$ cat src/rtl/lcd_rx_pkg.sv
// Shared types and helpers for the HD44780-style LCD receive decoder:
// FSM states, command classes and DDRAM address-counter mapping.
package lcd_rx_pkg;

  localparam int         DDRAM_DEPTH = 80;
  localparam logic [6:0] LINE1_LAST  = 7'h27;
  localparam logic [6:0] LINE2_BASE  = 7'h40;
  localparam logic [6:0] LINE2_LAST  = 7'h67;
  localparam logic [7:0] BLANK_CHAR  = 8'h20;

  typedef enum logic [1:0] {
    ST_IDLE  = 2'd0,
    ST_CLEAR = 2'd1,
    ST_BUSY  = 2'd2
  } state_e;

  typedef enum logic [3:0] {
    CMD_NONE  = 4'd0,
    CMD_CLEAR = 4'd1,
    CMD_HOME  = 4'd2,
    CMD_ENTRY = 4'd3,
    CMD_DISP  = 4'd4,
    CMD_SHIFT = 4'd5,
    CMD_FUNC  = 4'd6,
    CMD_CGRAM = 4'd7,
    CMD_DDRAM = 4'd8
  } cmd_class_e;

  // Commands are classified by their highest set bit.
  function automatic cmd_class_e cmd_class(input logic [7:0] b);
    cmd_class_e c;
    casez (b)
      8'b1???_????: c = CMD_DDRAM;
      8'b01??_????: c = CMD_CGRAM;
      8'b001?_????: c = CMD_FUNC;
      8'b0001_????: c = CMD_SHIFT;
      8'b0000_1???: c = CMD_DISP;
      8'b0000_01??: c = CMD_ENTRY;
      8'b0000_001?: c = CMD_HOME;
      8'b0000_0001: c = CMD_CLEAR;
      default:      c = CMD_NONE;
    endcase
    return c;
  endfunction

  function automatic logic [6:0] ac_to_idx(input logic [6:0] ac);
    return (ac < LINE2_BASE) ? ac : (ac - 7'h18);
  endfunction

  function automatic logic ac_valid(input logic [6:0] ac);
    return (ac <= LINE1_LAST) || ((ac >= LINE2_BASE) && (ac <= LINE2_LAST));
  endfunction

  // Line 1 ends at 0x27 and continues at 0x40; line 2 ends at 0x67 and wraps to 0x00.
  function automatic logic [6:0] ac_step(input logic [6:0] ac, input logic inc);
    logic [6:0] n;
    if (inc) begin
      if (ac == LINE1_LAST)      n = LINE2_BASE;
      else if (ac == LINE2_LAST) n = 7'h00;
      else                       n = ac + 7'd1;
    end else begin
      if (ac == LINE2_BASE)      n = LINE1_LAST;
      else if (ac == 7'h00)      n = LINE2_LAST;
      else                       n = ac - 7'd1;
    end
    return n;
  endfunction

endpackage

$ cat src/rtl/lcd_rx_if.sv
// LCD parallel bus: host drives DATA/RS/RW/EN, the receiver returns readback data.
interface lcd_rx_if;
  logic [7:0] lcd_data;
  logic       lcd_rs;
  logic       lcd_rw;
  logic       lcd_en;
  logic [7:0] lcd_dq_out;
  logic       lcd_dq_oe;

  modport master (output lcd_data, lcd_rs, lcd_rw, lcd_en, input lcd_dq_out, lcd_dq_oe);
  modport slave  (input lcd_data, lcd_rs, lcd_rw, lcd_en, output lcd_dq_out, lcd_dq_oe);
endinterface

$ cat src/rtl/lcd_rx_sync.sv
// Two-flop synchronizer for the 11-bit LCD bus {data, rs, rw, en} with
// EN rise/fall pulse generation on the synchronized strobe.
module lcd_rx_sync (
  input  logic        clk,
  input  logic        rst_n,
  input  logic [10:0] bus_i,
  output logic [9:0]  ctrl_o,
  output logic        en_rise_o,
  output logic        en_fall_o
);

  logic [10:0] meta_q;
  logic [10:0] sync_q;
  logic        en_prev_q;

  // Synchronizer stages plus delayed EN for edge detection.
  always_ff @(posedge clk or negedge rst_n) begin
    if (!rst_n) begin
      meta_q    <= 11'd0;
      sync_q    <= 11'd0;
      en_prev_q <= 1'b0;
    end else begin
      meta_q    <= bus_i;
      sync_q    <= meta_q;
      en_prev_q <= sync_q[0];
    end
  end

  assign ctrl_o    = sync_q[10:1];
  assign en_rise_o = sync_q[0] & ~en_prev_q;
  assign en_fall_o = ~sync_q[0] & en_prev_q;

endmodule

$ cat src/rtl/lcd_rx_decoder.sv
// HD44780-style LCD receiver: DDRAM image, address counter, flags and busy emulation.
// Optional status readback (RW=1, RS=0) is enabled with the LCD_RX_READBACK_EN macro.
module lcd_rx_decoder
  import lcd_rx_pkg::*;
#(
  parameter int BUSY_CYCLES  = 2000,
  parameter int CLEAR_CYCLES = 82000
) (
  input  logic       clk,
  input  logic       rst_n,
  lcd_rx_if.slave    bus,
  input  logic [6:0] rd_addr_i,
  output logic [7:0] rd_char_o,
  output logic [6:0] ac_o,
  output logic       disp_on_o,
  output logic       two_line_o,
  output logic       busy_o,
  output logic       cmd_valid_o,
  output logic [7:0] cmd_byte_o,
  output logic       protocol_err_o
);

  localparam int CNT_MAX = (CLEAR_CYCLES > BUSY_CYCLES) ? CLEAR_CYCLES : BUSY_CYCLES;
  localparam int CNT_W   = $clog2(CNT_MAX + 1);
  localparam logic [CNT_W-1:0] BUSY_LOAD  = CNT_W'(BUSY_CYCLES - 1);
  localparam logic [CNT_W-1:0] CLEAR_LOAD = CNT_W'(CLEAR_CYCLES - 1);
  localparam logic [6:0]       LAST_IDX   = 7'(DDRAM_DEPTH - 1);

  logic [9:0] ctrl_s;
  logic       en_rise_s, en_fall_s;
  logic [7:0] s_data;
  logic       s_rs, s_rw;

  lcd_rx_sync u_sync (
    .clk       (clk),
    .rst_n     (rst_n),
    .bus_i     ({bus.lcd_data, bus.lcd_rs, bus.lcd_rw, bus.lcd_en}),
    .ctrl_o    (ctrl_s),
    .en_rise_o (en_rise_s),
    .en_fall_o (en_fall_s)
  );

  assign s_data = ctrl_s[9:2];
  assign s_rs   = ctrl_s[1];
  assign s_rw   = ctrl_s[0];

  state_e           state_q, state_d;
  logic [CNT_W-1:0] cnt_q, cnt_d;
  logic [6:0]       clr_idx_q, clr_idx_d;
  logic [6:0]       ac_q, ac_d;
  logic             id_q, id_d, disp_on_q, disp_on_d, two_line_q, two_line_d;
  logic             cgram_q, cgram_d, busy_q, busy_d;
  logic             cmd_valid_q, cmd_valid_d, perr_q, perr_d;
  logic [7:0]       cmd_byte_q, cmd_byte_d, dq_out_q, dq_out_d;
  logic             dq_oe_q, dq_oe_d;
  logic             acc_s, long_s, clr_s;
  logic             img_we_s;
  logic [6:0]       img_waddr_s;
  logic [7:0]       img_wdata_s;
  logic [7:0]       image_q [DDRAM_DEPTH];
  logic [7:0]       rd_char_q;

  // Next-state: clear sweep, busy countdown and transfer decode.
  always_comb begin
    state_d     = state_q;
    cnt_d       = cnt_q;
    clr_idx_d   = clr_idx_q;
    ac_d        = ac_q;
    id_d        = id_q;
    disp_on_d   = disp_on_q;
    two_line_d  = two_line_q;
    cgram_d     = cgram_q;
    cmd_valid_d = 1'b0;
    cmd_byte_d  = cmd_byte_q;
    perr_d      = 1'b0;
    dq_out_d    = dq_out_q;
    dq_oe_d     = dq_oe_q;
    acc_s       = 1'b0;
    long_s      = 1'b0;
    clr_s       = 1'b0;
    img_we_s    = 1'b0;
    img_waddr_s = clr_idx_q;
    img_wdata_s = BLANK_CHAR;

    case (state_q)
      ST_CLEAR: begin
        img_we_s = 1'b1;
        if (clr_idx_q == LAST_IDX) begin
          state_d   = ST_BUSY;
          cnt_d     = CLEAR_LOAD;
          clr_idx_d = 7'd0;
        end else begin
          clr_idx_d = clr_idx_q + 7'd1;
        end
      end
      ST_BUSY: begin
        if (cnt_q == {CNT_W{1'b0}}) state_d = ST_IDLE;
        else                        cnt_d   = cnt_q - CNT_W'(1);
      end
      ST_IDLE: state_d = ST_IDLE;
      default: begin
        state_d   = ST_CLEAR;
        clr_idx_d = 7'd0;
      end
    endcase

    if (en_fall_s) begin
      dq_oe_d = 1'b0;
      if (s_rw) begin
`ifdef LCD_RX_READBACK_EN
        perr_d = s_rs;
`else
        perr_d = 1'b1;
`endif
      end else if (state_q != ST_IDLE) begin
        perr_d = 1'b1;
      end else if (s_rs) begin
        acc_s = 1'b1;
        // Data after a CGRAM address set is swallowed until DDRAM is re-addressed.
        if (!cgram_q) begin
          img_we_s    = 1'b1;
          img_waddr_s = ac_to_idx(ac_q);
          img_wdata_s = s_data;
          ac_d        = ac_step(ac_q, id_q);
        end else begin
          ac_d = ac_q;
        end
      end else begin
        case (cmd_class(s_data))
          CMD_CLEAR: begin
            acc_s = 1'b1; clr_s = 1'b1;
            state_d = ST_CLEAR; clr_idx_d = 7'd0;
            ac_d = 7'd0; id_d = 1'b1; cgram_d = 1'b0;
          end
          CMD_HOME: begin
            acc_s = 1'b1; long_s = 1'b1;
            ac_d = 7'd0; cgram_d = 1'b0;
          end
          CMD_ENTRY: begin
            id_d   = s_data[1];
            acc_s  = ~s_data[0];
            perr_d = s_data[0];
          end
          CMD_DISP: begin
            acc_s = 1'b1; disp_on_d = s_data[2];
          end
          CMD_SHIFT: begin
            if (s_data[3]) perr_d = 1'b1;
            else begin acc_s = 1'b1; ac_d = ac_step(ac_q, s_data[2]); end
          end
          CMD_FUNC: begin
            if (!s_data[4]) perr_d = 1'b1;
            else begin acc_s = 1'b1; two_line_d = s_data[3]; end
          end
          CMD_CGRAM: begin
            acc_s = 1'b1; cgram_d = 1'b1;
          end
          CMD_DDRAM: begin
            if (ac_valid(s_data[6:0])) begin
              acc_s = 1'b1; ac_d = s_data[6:0]; cgram_d = 1'b0;
            end else begin
              perr_d = 1'b1;
            end
          end
          default: perr_d = 1'b1;
        endcase
      end
      if (acc_s) begin
        cmd_valid_d = 1'b1;
        cmd_byte_d  = s_data;
        if (!clr_s) begin
          state_d = ST_BUSY;
          cnt_d   = long_s ? CLEAR_LOAD : BUSY_LOAD;
        end else begin
          cnt_d = cnt_q;
        end
      end else begin
        cmd_byte_d = cmd_byte_q;
      end
    end else begin
`ifdef LCD_RX_READBACK_EN
      if (en_rise_s && s_rw && !s_rs) begin
        dq_oe_d  = 1'b1;
        dq_out_d = {busy_q, ac_q};
      end else begin
        dq_oe_d = dq_oe_q;
      end
`else
      dq_oe_d = 1'b0;
`endif
    end

    busy_d = (state_d != ST_IDLE);
  end

`ifndef LCD_RX_READBACK_EN
  logic unused_rise_s;
  assign unused_rise_s = en_rise_s;
`endif

  // Control and status registers; reset restarts the clear sweep.
  always_ff @(posedge clk or negedge rst_n) begin
    if (!rst_n) begin
      state_q     <= ST_CLEAR;
      cnt_q       <= {CNT_W{1'b0}};
      clr_idx_q   <= 7'd0;
      ac_q        <= 7'd0;
      id_q        <= 1'b1;
      disp_on_q   <= 1'b0;
      two_line_q  <= 1'b0;
      cgram_q     <= 1'b0;
      busy_q      <= 1'b1;
      cmd_valid_q <= 1'b0;
      cmd_byte_q  <= 8'd0;
      perr_q      <= 1'b0;
      dq_out_q    <= 8'd0;
      dq_oe_q     <= 1'b0;
    end else begin
      state_q     <= state_d;
      cnt_q       <= cnt_d;
      clr_idx_q   <= clr_idx_d;
      ac_q        <= ac_d;
      id_q        <= id_d;
      disp_on_q   <= disp_on_d;
      two_line_q  <= two_line_d;
      cgram_q     <= cgram_d;
      busy_q      <= busy_d;
      cmd_valid_q <= cmd_valid_d;
      cmd_byte_q  <= cmd_byte_d;
      perr_q      <= perr_d;
      dq_out_q    <= dq_out_d;
      dq_oe_q     <= dq_oe_d;
    end
  end

  // DDRAM image storage; contents are initialised by the clear sweep.
  always_ff @(posedge clk) begin
    if (img_we_s) image_q[img_waddr_s] <= img_wdata_s;
  end

  // Registered read port: a same-cycle write to the read index returns the old byte.
  always_ff @(posedge clk or negedge rst_n) begin
    if (!rst_n)                                rd_char_q <= 8'd0;
    else if (rd_addr_i < 7'(DDRAM_DEPTH))      rd_char_q <= image_q[rd_addr_i];
    else                                       rd_char_q <= BLANK_CHAR;
  end

  assign rd_char_o      = rd_char_q;
  assign ac_o           = ac_q;
  assign disp_on_o      = disp_on_q;
  assign two_line_o     = two_line_q;
  assign busy_o         = busy_q;
  assign cmd_valid_o    = cmd_valid_q;
  assign cmd_byte_o     = cmd_byte_q;
  assign protocol_err_o = perr_q;
  assign bus.lcd_dq_out = dq_out_q;
  assign bus.lcd_dq_oe  = dq_oe_q;

endmodule
$ cat src/flat_wrapper.sv
// flat-port wrapper written by rule: the top's interface ports become plain ports
module lcd_rx_decoder_flat import lcd_rx_pkg::*;
#(
  parameter int BUSY_CYCLES  = 2000,
  parameter int CLEAR_CYCLES = 82000
)
  (clk, rst_n, rd_addr_i, rd_char_o, ac_o, disp_on_o, two_line_o, busy_o, cmd_valid_o, cmd_byte_o, protocol_err_o, bus_lcd_data, bus_lcd_rs, bus_lcd_rw, bus_lcd_en, bus_lcd_dq_out, bus_lcd_dq_oe);
  lcd_rx_if bus_i ();
  input  logic clk;
  input  logic rst_n;
  input  logic [6:0] rd_addr_i;
  output logic [7:0] rd_char_o;
  output logic [6:0] ac_o;
  output logic disp_on_o;
  output logic two_line_o;
  output logic busy_o;
  output logic cmd_valid_o;
  output logic [7:0] cmd_byte_o;
  output logic protocol_err_o;
  input wire logic [$bits(bus_i.lcd_data)-1:0] bus_lcd_data;
  input wire logic [$bits(bus_i.lcd_rs)-1:0] bus_lcd_rs;
  input wire logic [$bits(bus_i.lcd_rw)-1:0] bus_lcd_rw;
  input wire logic [$bits(bus_i.lcd_en)-1:0] bus_lcd_en;
  output wire logic [$bits(bus_i.lcd_dq_out)-1:0] bus_lcd_dq_out;
  output wire logic [$bits(bus_i.lcd_dq_oe)-1:0] bus_lcd_dq_oe;
  assign bus_i.lcd_data = bus_lcd_data;
  assign bus_i.lcd_rs = bus_lcd_rs;
  assign bus_i.lcd_rw = bus_lcd_rw;
  assign bus_i.lcd_en = bus_lcd_en;
  assign bus_lcd_dq_out = bus_i.lcd_dq_out;
  assign bus_lcd_dq_oe = bus_i.lcd_dq_oe;
  lcd_rx_decoder #(.BUSY_CYCLES(BUSY_CYCLES), .CLEAR_CYCLES(CLEAR_CYCLES)) u_core (.clk(clk), .rst_n(rst_n), .bus(bus_i), .rd_addr_i(rd_addr_i), .rd_char_o(rd_char_o), .ac_o(ac_o), .disp_on_o(disp_on_o), .two_line_o(two_line_o), .busy_o(busy_o), .cmd_valid_o(cmd_valid_o), .cmd_byte_o(cmd_byte_o), .protocol_err_o(protocol_err_o));
endmodule
$ cat config.mk
export PLATFORM = sky130hd
export DESIGN_NAME = lcd_rx_decoder_flat
export DESIGN_NICKNAME = d
export VERILOG_FILES = /design/src/rtl/lcd_rx_pkg.sv /design/src/rtl/lcd_rx_if.sv /design/src/rtl/lcd_rx_sync.sv /design/src/rtl/lcd_rx_decoder.sv /design/src/flat_wrapper.sv
export SDC_FILE = /design/constraint.sdc
export NUM_CORES = 1
export LEC_CHECK = 0
export BUFFER_PORTS_ARGS = -buffer_cell sky130_fd_sc_hd__buf_2
export CAP_MARGIN = 20
export CORE_MARGIN = 2
export CORE_UTILIZATION = 60
export DETAILED_ROUTE_END_ITERATION = 8
export PLACE_DENSITY = 0.84
export SETUP_SLACK_MARGIN = 0.02
export SYNTH_ARGS = -nofsm -noshare
export SYNTH_HDL_FRONTEND = slang
export SYNTH_SLANG_ARGS = --single-unit
$ cat constraint.sdc
create_clock -name clk -period 6.96 [get_ports clk]
set_input_delay 1.74 -clock clk [delete_from_list [all_inputs] [get_ports clk]]
set_output_delay 1.74 -clock clk [all_outputs]
set_load 0.005 [all_outputs]
After elaboration in Yosys (flattened, before gate mapping)
Memories as Yosys holds them, arrays and structs flattened.
Index checks and enable logic that the tools add are counted.

storage, ports and cells
  register bits after elaboration = 79
  memory bits (writable) = 640
  input port bits = 20
  word-level logic and storage cells = 169
  memories = 1

cells by class
  $add $sub $neg = 5
  $lt $le $gt $ge = 5
  equality and inequality tests = 26
  muxes and demuxes = 91
  bitwise operators = 6
  reduce and logical (&&, ||, !) cells = 19

memory list
  memory          words  bits a word  rd ports  clocked after Yosys merged registers in  wr ports  line                  RTL
  u_core.image_q  80     8            1         0                                        1         lcd_rx_decoder.sv:60  logic [7:0] image_q [DDRAM_DEPTH];

operators by type and width
  operator               count
  $mux 7                 22
  $mux 17                6
  $mux 8                 6
  $mux 1                 35
  $pmux 17 s2            1
  $pmux 4 s8             1
  $eq 7x7->1 const B     3
  $pmux 7 s3             1
  $mux 2                 9
  $logic_not 17->1       1
  $sub 17x1->17 const B  1
  $eq 4x3->1 const B     4
  $mux 4                 4
  $add 7x1->7 const B    2
  $lt 7x7->1 const B     2
  $pmux 7 s2             1
  $reduce_and 6->1       2
  $pmux 1 s5             2
  $reduce_and 5->1       2
  $eq 4x1->1 const B     2
  $eq 4x2->1 const B     2
  $eq 8x1->1 const B     1
  $eq 7x1->1 const B     1
  $eq 7x6->1 const B     1
  31 further kinds       40

Depth between registers and ports, before layout
  word-level depth = 16
  gate-level depth with buffers = 10
  mapped depth without buffers = 8

By module
From an unflattened synthesis, not the netlist that was laid out.

second synthesis, totals
  cell total of the unflattened synthesis = 1626
  area, all modules = 29555.8 um^2

modules (own cells, without submodules)
  module          times used  cells each  area each (um^2)  sequential area each (um^2)
  lcd_rx_decoder  1           1591        28890.2           20623.5
  lcd_rx_sync     1           35          665.6             575.6

Least setup slack after synthesis
No wires, ideal clock.

  kind = flip-flop to flip-flop
  start point = reg u_core.state_q[0]
  end point = mem u_core.image_q[0][3], data pin
  data arrival time = 3305 ps
  required time = 6387 ps
  slack = 3082 ps
  cell stages (with the launch flop) = 7
  clock period less this slack = 3878 ps
  path through = dfstp_2 -> inv_1 -> ha_1 -> and4bb_4 -> nand3_1 -> buf_2 -> nor2_1

between the ends
  longest elaborated chain between the ends = 4

RTL lines
  element                    line                   RTL
  from (decl)                lcd_rx_decoder.sv:47   state_e state_q, state_d;
  from (signal assigned)     lcd_rx_decoder.sv:219  state_q <= state_d;
  $reduce_bool 2->1          lcd_rx_decoder.sv:115  end else if (state_q != ST_IDLE) begin
  $mux 8                     lcd_rx_decoder.sv:115
  $mux 8                     lcd_rx_decoder.sv:109  if (s_rw) begin
  $mux 8                     lcd_rx_decoder.sv:107  if (en_fall_s) begin
  net u_core.img_wdata_s[3]  lcd_rx_decoder.sv:59   logic [7:0] img_wdata_s;
  to (decl)                  lcd_rx_decoder.sv:60

The timed path passes the listed nets, and every way through them passes these cells.

Worst setup path after layout
  start point = in rd_addr_i[0]
  end point = reg u_core.rd_char_q[1] (netlist: u_core.rd_char_o[1])

between the ends
  longest elaborated chain between the ends = 2

RTL lines
  element                                     line                   RTL
  from (decl)                                 flat_wrapper.sv:11     input logic [6:0] rd_addr_i;
  $mem_v2 80x8 or $lt 7x7->1 (tied branches)  -
  $mux 8 (*)                                  lcd_rx_decoder.sv:244  else if (rd_addr_i < 7'(DDRAM_DEPTH)) rd_char_q <= image_q[rd_addr_i];
  to (signal assigned)                        lcd_rx_decoder.sv:244
  to (decl)                                   lcd_rx_decoder.sv:61   logic [7:0] rd_char_q;

Every way passes the cells marked *; elsewhere a longest branch is shown, timed or not.
A chain may end at the register's enable or synchronous reset.

==> flow_metrics.tcl <==
set metrics [dict create \
    hold_path_end "u_core.u_sync.sync_q[8]" \
    number_of_enable_type_register_cells_in_the_synthesized_netlist 640 \
    clkTransAtPathRegs_ns 0.06 \
    cts_hold_buf 0 \
    synth_most_common_cell "sky130_fd_sc_hd__edfxtp_1" \
    cts.repair.resized 0 \
    ys_seq_elements 719 \
    critical_path.max_stage_delay_ns 0.77 \
    synth-adder-area-share_pct 0.468 \
    flow.area_growth_from_synthesis_pct 9.90 \
    fin_area_um2 32300 \
    setup_viol 0 \
    grt_antenna_before_repair 0 \
    synth_top_cells_by_count "640 x sky130_fd_sc_hd__edfxtp_1, 168 x sky130_fd_sc_hd__mux4_2, 135 x sky130_fd_sc_hd__nor2_1" \
    critical-path-top-delay-family "compound AO/OA/AOI/OAI gates" \
    max_clock_freq_mhz 238 \
    endpoint_kind "flip-flop" \
    grt_max_degree 89 \
    core_region_area_um2 48600 \
    period_share_pct 60.3 \
    crit_path_top_delay_cell "sky130_fd_sc_hd__a2111oi_0" \
    synthTopCellsByArea "sky130_fd_sc_hd__edfxtp_1 65%, sky130_fd_sc_hd__mux4_2 13%, sky130_fd_sc_hd__dfrtp_1 6.5%, sky130_fd_sc_hd__nor2_1 1.7%, sky130_fd_sc_hd__mux2i_1 1.3%" \
    placement_rows 81 \
    routed_via_density 6.77 \
    synth_instances 1644 \
    status "finished clean" \
    antenna_cells 0 \
    final-hold-violation-count 0 \
    hold_depth 0 \
    synth.top_cell.area_share_pct 65.4 \
    timing.critical_path.fanout_max 84 \
    synth_warnings 0 \
    gp_congestion 0.892 \
    crit_arrival_ns 4.63 \
    synth_mux_area_share_pct 14.4 \
    grt_pass1_vias 16100 \
    drive_gt1_share_pct 21.1 \
    clock_tree.htree_level_count 3 \
    totalNegativeSetupSlack_ns 0 \
    timing.hold.worst.start "u_core.u_sync.meta_q[8]" \
    timing.critical_path.cells "buf_8 -> mux4_2 -> and2_1 -> a211oi_1 -> a21oi_1 -> a2111oi_0 -> a22oi_1" \
    ctsRootBufferMaster "sky130_fd_sc_hd__clkbuf_16" \
    ant_nets 0 \
    tritoncts_clock_tree "built" \
    synth-main-ff-cell "sky130_fd_sc_hd__edfxtp_1" \
    worst_r2r_endpoint "u_core.image_q[19][3]" \
    wire_length_of_the_first_global_routing_pass_um 99900 \
    yosysTopAreaCell "sky130_fd_sc_hd__edfxtp_1" \
    nets 1721 \
    async_reset_ff_share_pct 11.0 \
    ff2ff_setup_slack_ns 2.82 \
    post_synth_xor_area_fraction_pct 0.238 \
    hpwl_um 38400 \
    vdd.ir_drop.worst_v 0.000202 \
    worstRegToRegCells 8 \
    place.port_buffers 47 \
    cts_post_setup_buffers_inserted 0 \
    power-per-cell-area_nw_per_um2 278 \
    fraction_of_the_mapped_netlist_area_in_compound_gates_pct 4.68 \
    globalRoute.totalOverflow 0 \
    clock_period_minus_final_worst_setup_slack_ns 4.20 \
    cp-startpoint "rd_addr_i[0]" \
    route.vias.total 16000 \
    maxSlewHeadroom_pct 28.6 \
    io-pin-count 57 \
    clk-insertion-delay-late_ns 0.60 \
    numCtsBuffers 72 \
    drc_viols 0 \
    avgSynthCellArea_um2 17.9 \
    die_area_um2 50800 \
    yosysUniqueCellTypes 85 \
    setup_repair_after_global_routing_missed_its_margin "false" \
    syn_area_um2 29400 \
    critical_path.n_buffers_inverters 1 \
    worst_clock_skew_ns 0.0294 \
    initial_utilization_pct 60.4 \
    rr_startpoint "u_core.state_q[0]" \
    die_x_um 225 \
    drt_pre_antenna_iters 6 \
    slew_viol_final 0 \
    power.leakage_uw 0.0110 \
    required_arrival_time_at_the_worst_endpoint_ns 7.39 \
    detail_route.iter0.violations 2066 \
    routed_length_per_placed_instance_um 27.9 \
    placement_stage_worst_setup_slack_ns 2.26 \
    finalWirelength_um 66100 \
    synth_top_family_by_area "multiplexers" \
    post-route-util_pct 66.4 \
    design_power_total_uw 8980 \
    crit_path_start_kind "input port" \
    final_critical_path_setup_slack_ns 2.76 \
    yosys.area_share.simple_pct 5.92 \
    clock_tree.buffer_depth 3 \
    criticalPathCategory "in2reg" \
    die_height_um 225 \
    max_cap_violations 0 \
    worstMarginPinSlew_ns 1.07 \
    seq_area_frac_synth_pct 72.2 \
    dpl_cell_area_um2 30100 \
    total_global_routing_track_utilization_pct 26.7 \
    worst_hold_path_type "reg2reg" \
    cts_sinks 719 \
]
==> worst register-to-register path, cell delays in order, from the launching register on <==
cell and delay, ns:
sky130_fd_sc_hd__dfstp_2 0.41, sky130_fd_sc_hd__inv_1 0.19, sky130_fd_sc_hd__ha_1 0.25, sky130_fd_sc_hd__nand4bb_2 0.20, sky130_fd_sc_hd__nor3_2 0.78, sky130_fd_sc_hd__nand2_1 0.12, sky130_fd_sc_hd__o32ai_1 0.43, sky130_fd_sc_hd__nand2_1 0.46
sky130_fd_sc_hd__nor2_1 0.93
==> per-layer routing <==
layer,global-route usage (%),routed length [um]
met5,0,0
met3,7.43,7060
met2,43.1,32800
met1,35.3,23900
met4,9.36,2310
==> cell usage in the layout (no fill, tap or decap), types with 4 or more instances in the layout <==
cell / netlist / routed
sky130_fd_sc_hd__ha_1: 11 / 11
sky130_fd_sc_hd__clkinv_1: 1 / 15
sky130_fd_sc_hd__buf_4: 23 / 12
sky130_fd_sc_hd__nand3b_1: 4 / 4
sky130_fd_sc_hd__o21ai_1: 8 / 8
sky130_fd_sc_hd__xor2_1: 5 / 5
sky130_fd_sc_hd__edfxtp_1: 640 / 640
sky130_fd_sc_hd__o22ai_1: 18 / 18
sky130_fd_sc_hd__nand4_1: 7 / 7
sky130_fd_sc_hd__mux4_2: 168 / 168
sky130_fd_sc_hd__and2_1: 14 / 9
sky130_fd_sc_hd__nor4_1: 10 / 10
sky130_fd_sc_hd__o21ai_0: 41 / 41
sky130_fd_sc_hd__clkbuf_1: 32 / 20
sky130_fd_sc_hd__o31ai_1: 9 / 9
sky130_fd_sc_hd__conb_1: 1 / 9
sky130_fd_sc_hd__nor3_1: 20 / 20
sky130_fd_sc_hd__nand2_1: 80 / 80
sky130_fd_sc_hd__inv_1: 25 / 25
sky130_fd_sc_hd__a31oi_1: 12 / 12
sky130_fd_sc_hd__and3_1: 5 / 5
sky130_fd_sc_hd__mux2_2: 5 / 5
sky130_fd_sc_hd__buf_2: 35 / 44
sky130_fd_sc_hd__mux2i_1: 38 / 38
sky130_fd_sc_hd__nor2b_1: 8 / 8
sky130_fd_sc_hd__a211oi_1: 18 / 18
sky130_fd_sc_hd__nand3_1: 27 / 27
sky130_fd_sc_hd__a221oi_1: 7 / 7
sky130_fd_sc_hd__dfrtp_1: 76 / 76
sky130_fd_sc_hd__and2_2: 0 / 5
sky130_fd_sc_hd__a21oi_1: 58 / 58
sky130_fd_sc_hd__clkinv_2: 0 / 8
sky130_fd_sc_hd__nand2b_1: 10 / 9
sky130_fd_sc_hd__a22oi_1: 9 / 9
sky130_fd_sc_hd__nor2_1: 135 / 133
sky130_fd_sc_hd__or2_2: 7 / 7
sky130_fd_sc_hd__clkbuf_16: 0 / 74
==> final cells by class <==
class / count / area [um2]
sequential: 719 / 21200
fill: 3036 / 16400
multi-input combinational: 808 / 7600
clock buffer: 95 / 1940
tap: 622 / 778
timing repair buffer: 62 / 415
clock inverter: 33 / 254
inverter: 27 / 104
==> registers in the layout (all words and copies together) (netlist names) <==
register                 flops
u_core.image_q             640
u_core.cnt_q                17
u_core.u_sync.meta_q        11
u_core.u_sync.sync_q        11
u_core.cmd_byte_o            8
u_core.rd_char_o             8
u_core.ac_o                  7
u_core.clr_idx_q             7
u_core.state_q               2
u_core.busy_o                1
u_core.cgram_q               1
u_core.cmd_valid_o           1
u_core.disp_on_o             1
u_core.id_q                  1
u_core.protocol_err_o        1
u_core.two_line_o            1
u_core.u_sync.en_prev_q      1
==> cells by family after synthesis <==
| group | Yosys count |
|---|---|
| XOR/XNOR | 8 |
| flip-flops | 719 |
| multiplexers | 211 |
| AND/OR/NAND/NOR | 355 |
| buffers and inverters | 125 |
| other | 1 |
| adder cells (fa/ha/maj) | 11 |
| AO/OA/AOI/OAI | 214 |
==> worst max path at each step <==
stage,to,slack (ns),cells past startpoint
global route,u_core.image_q[19][0],2.61,8
floorplan,u_core.image_q[0][3],3.08,6
CTS,u_core.rd_char_o[1],2.82,7
finish,u_core.rd_char_o[1],2.76,7
global placement,u_core.rd_char_o[1],2.34,7
detailed placement,u_core.rd_char_o[1],2.26,7
==> report_power, final <==
part / internal (uW) / switching, uW
clock network: 2080 / 1580
logic: 232 / 308
registers: 4690 / 89.6
total: 7000 / 1980
==> metrics by stage <==
stage | instances | hold slack [ns]
global placement | 2236 | 0.332
finish | 2366 | 0.345
floorplan | 1652 | 0.331
detailed placement | 2237 | 0.335
CTS | 2365 | 0.347
global route | 2366 | 0.350
(Power assumes the default switching activity.)
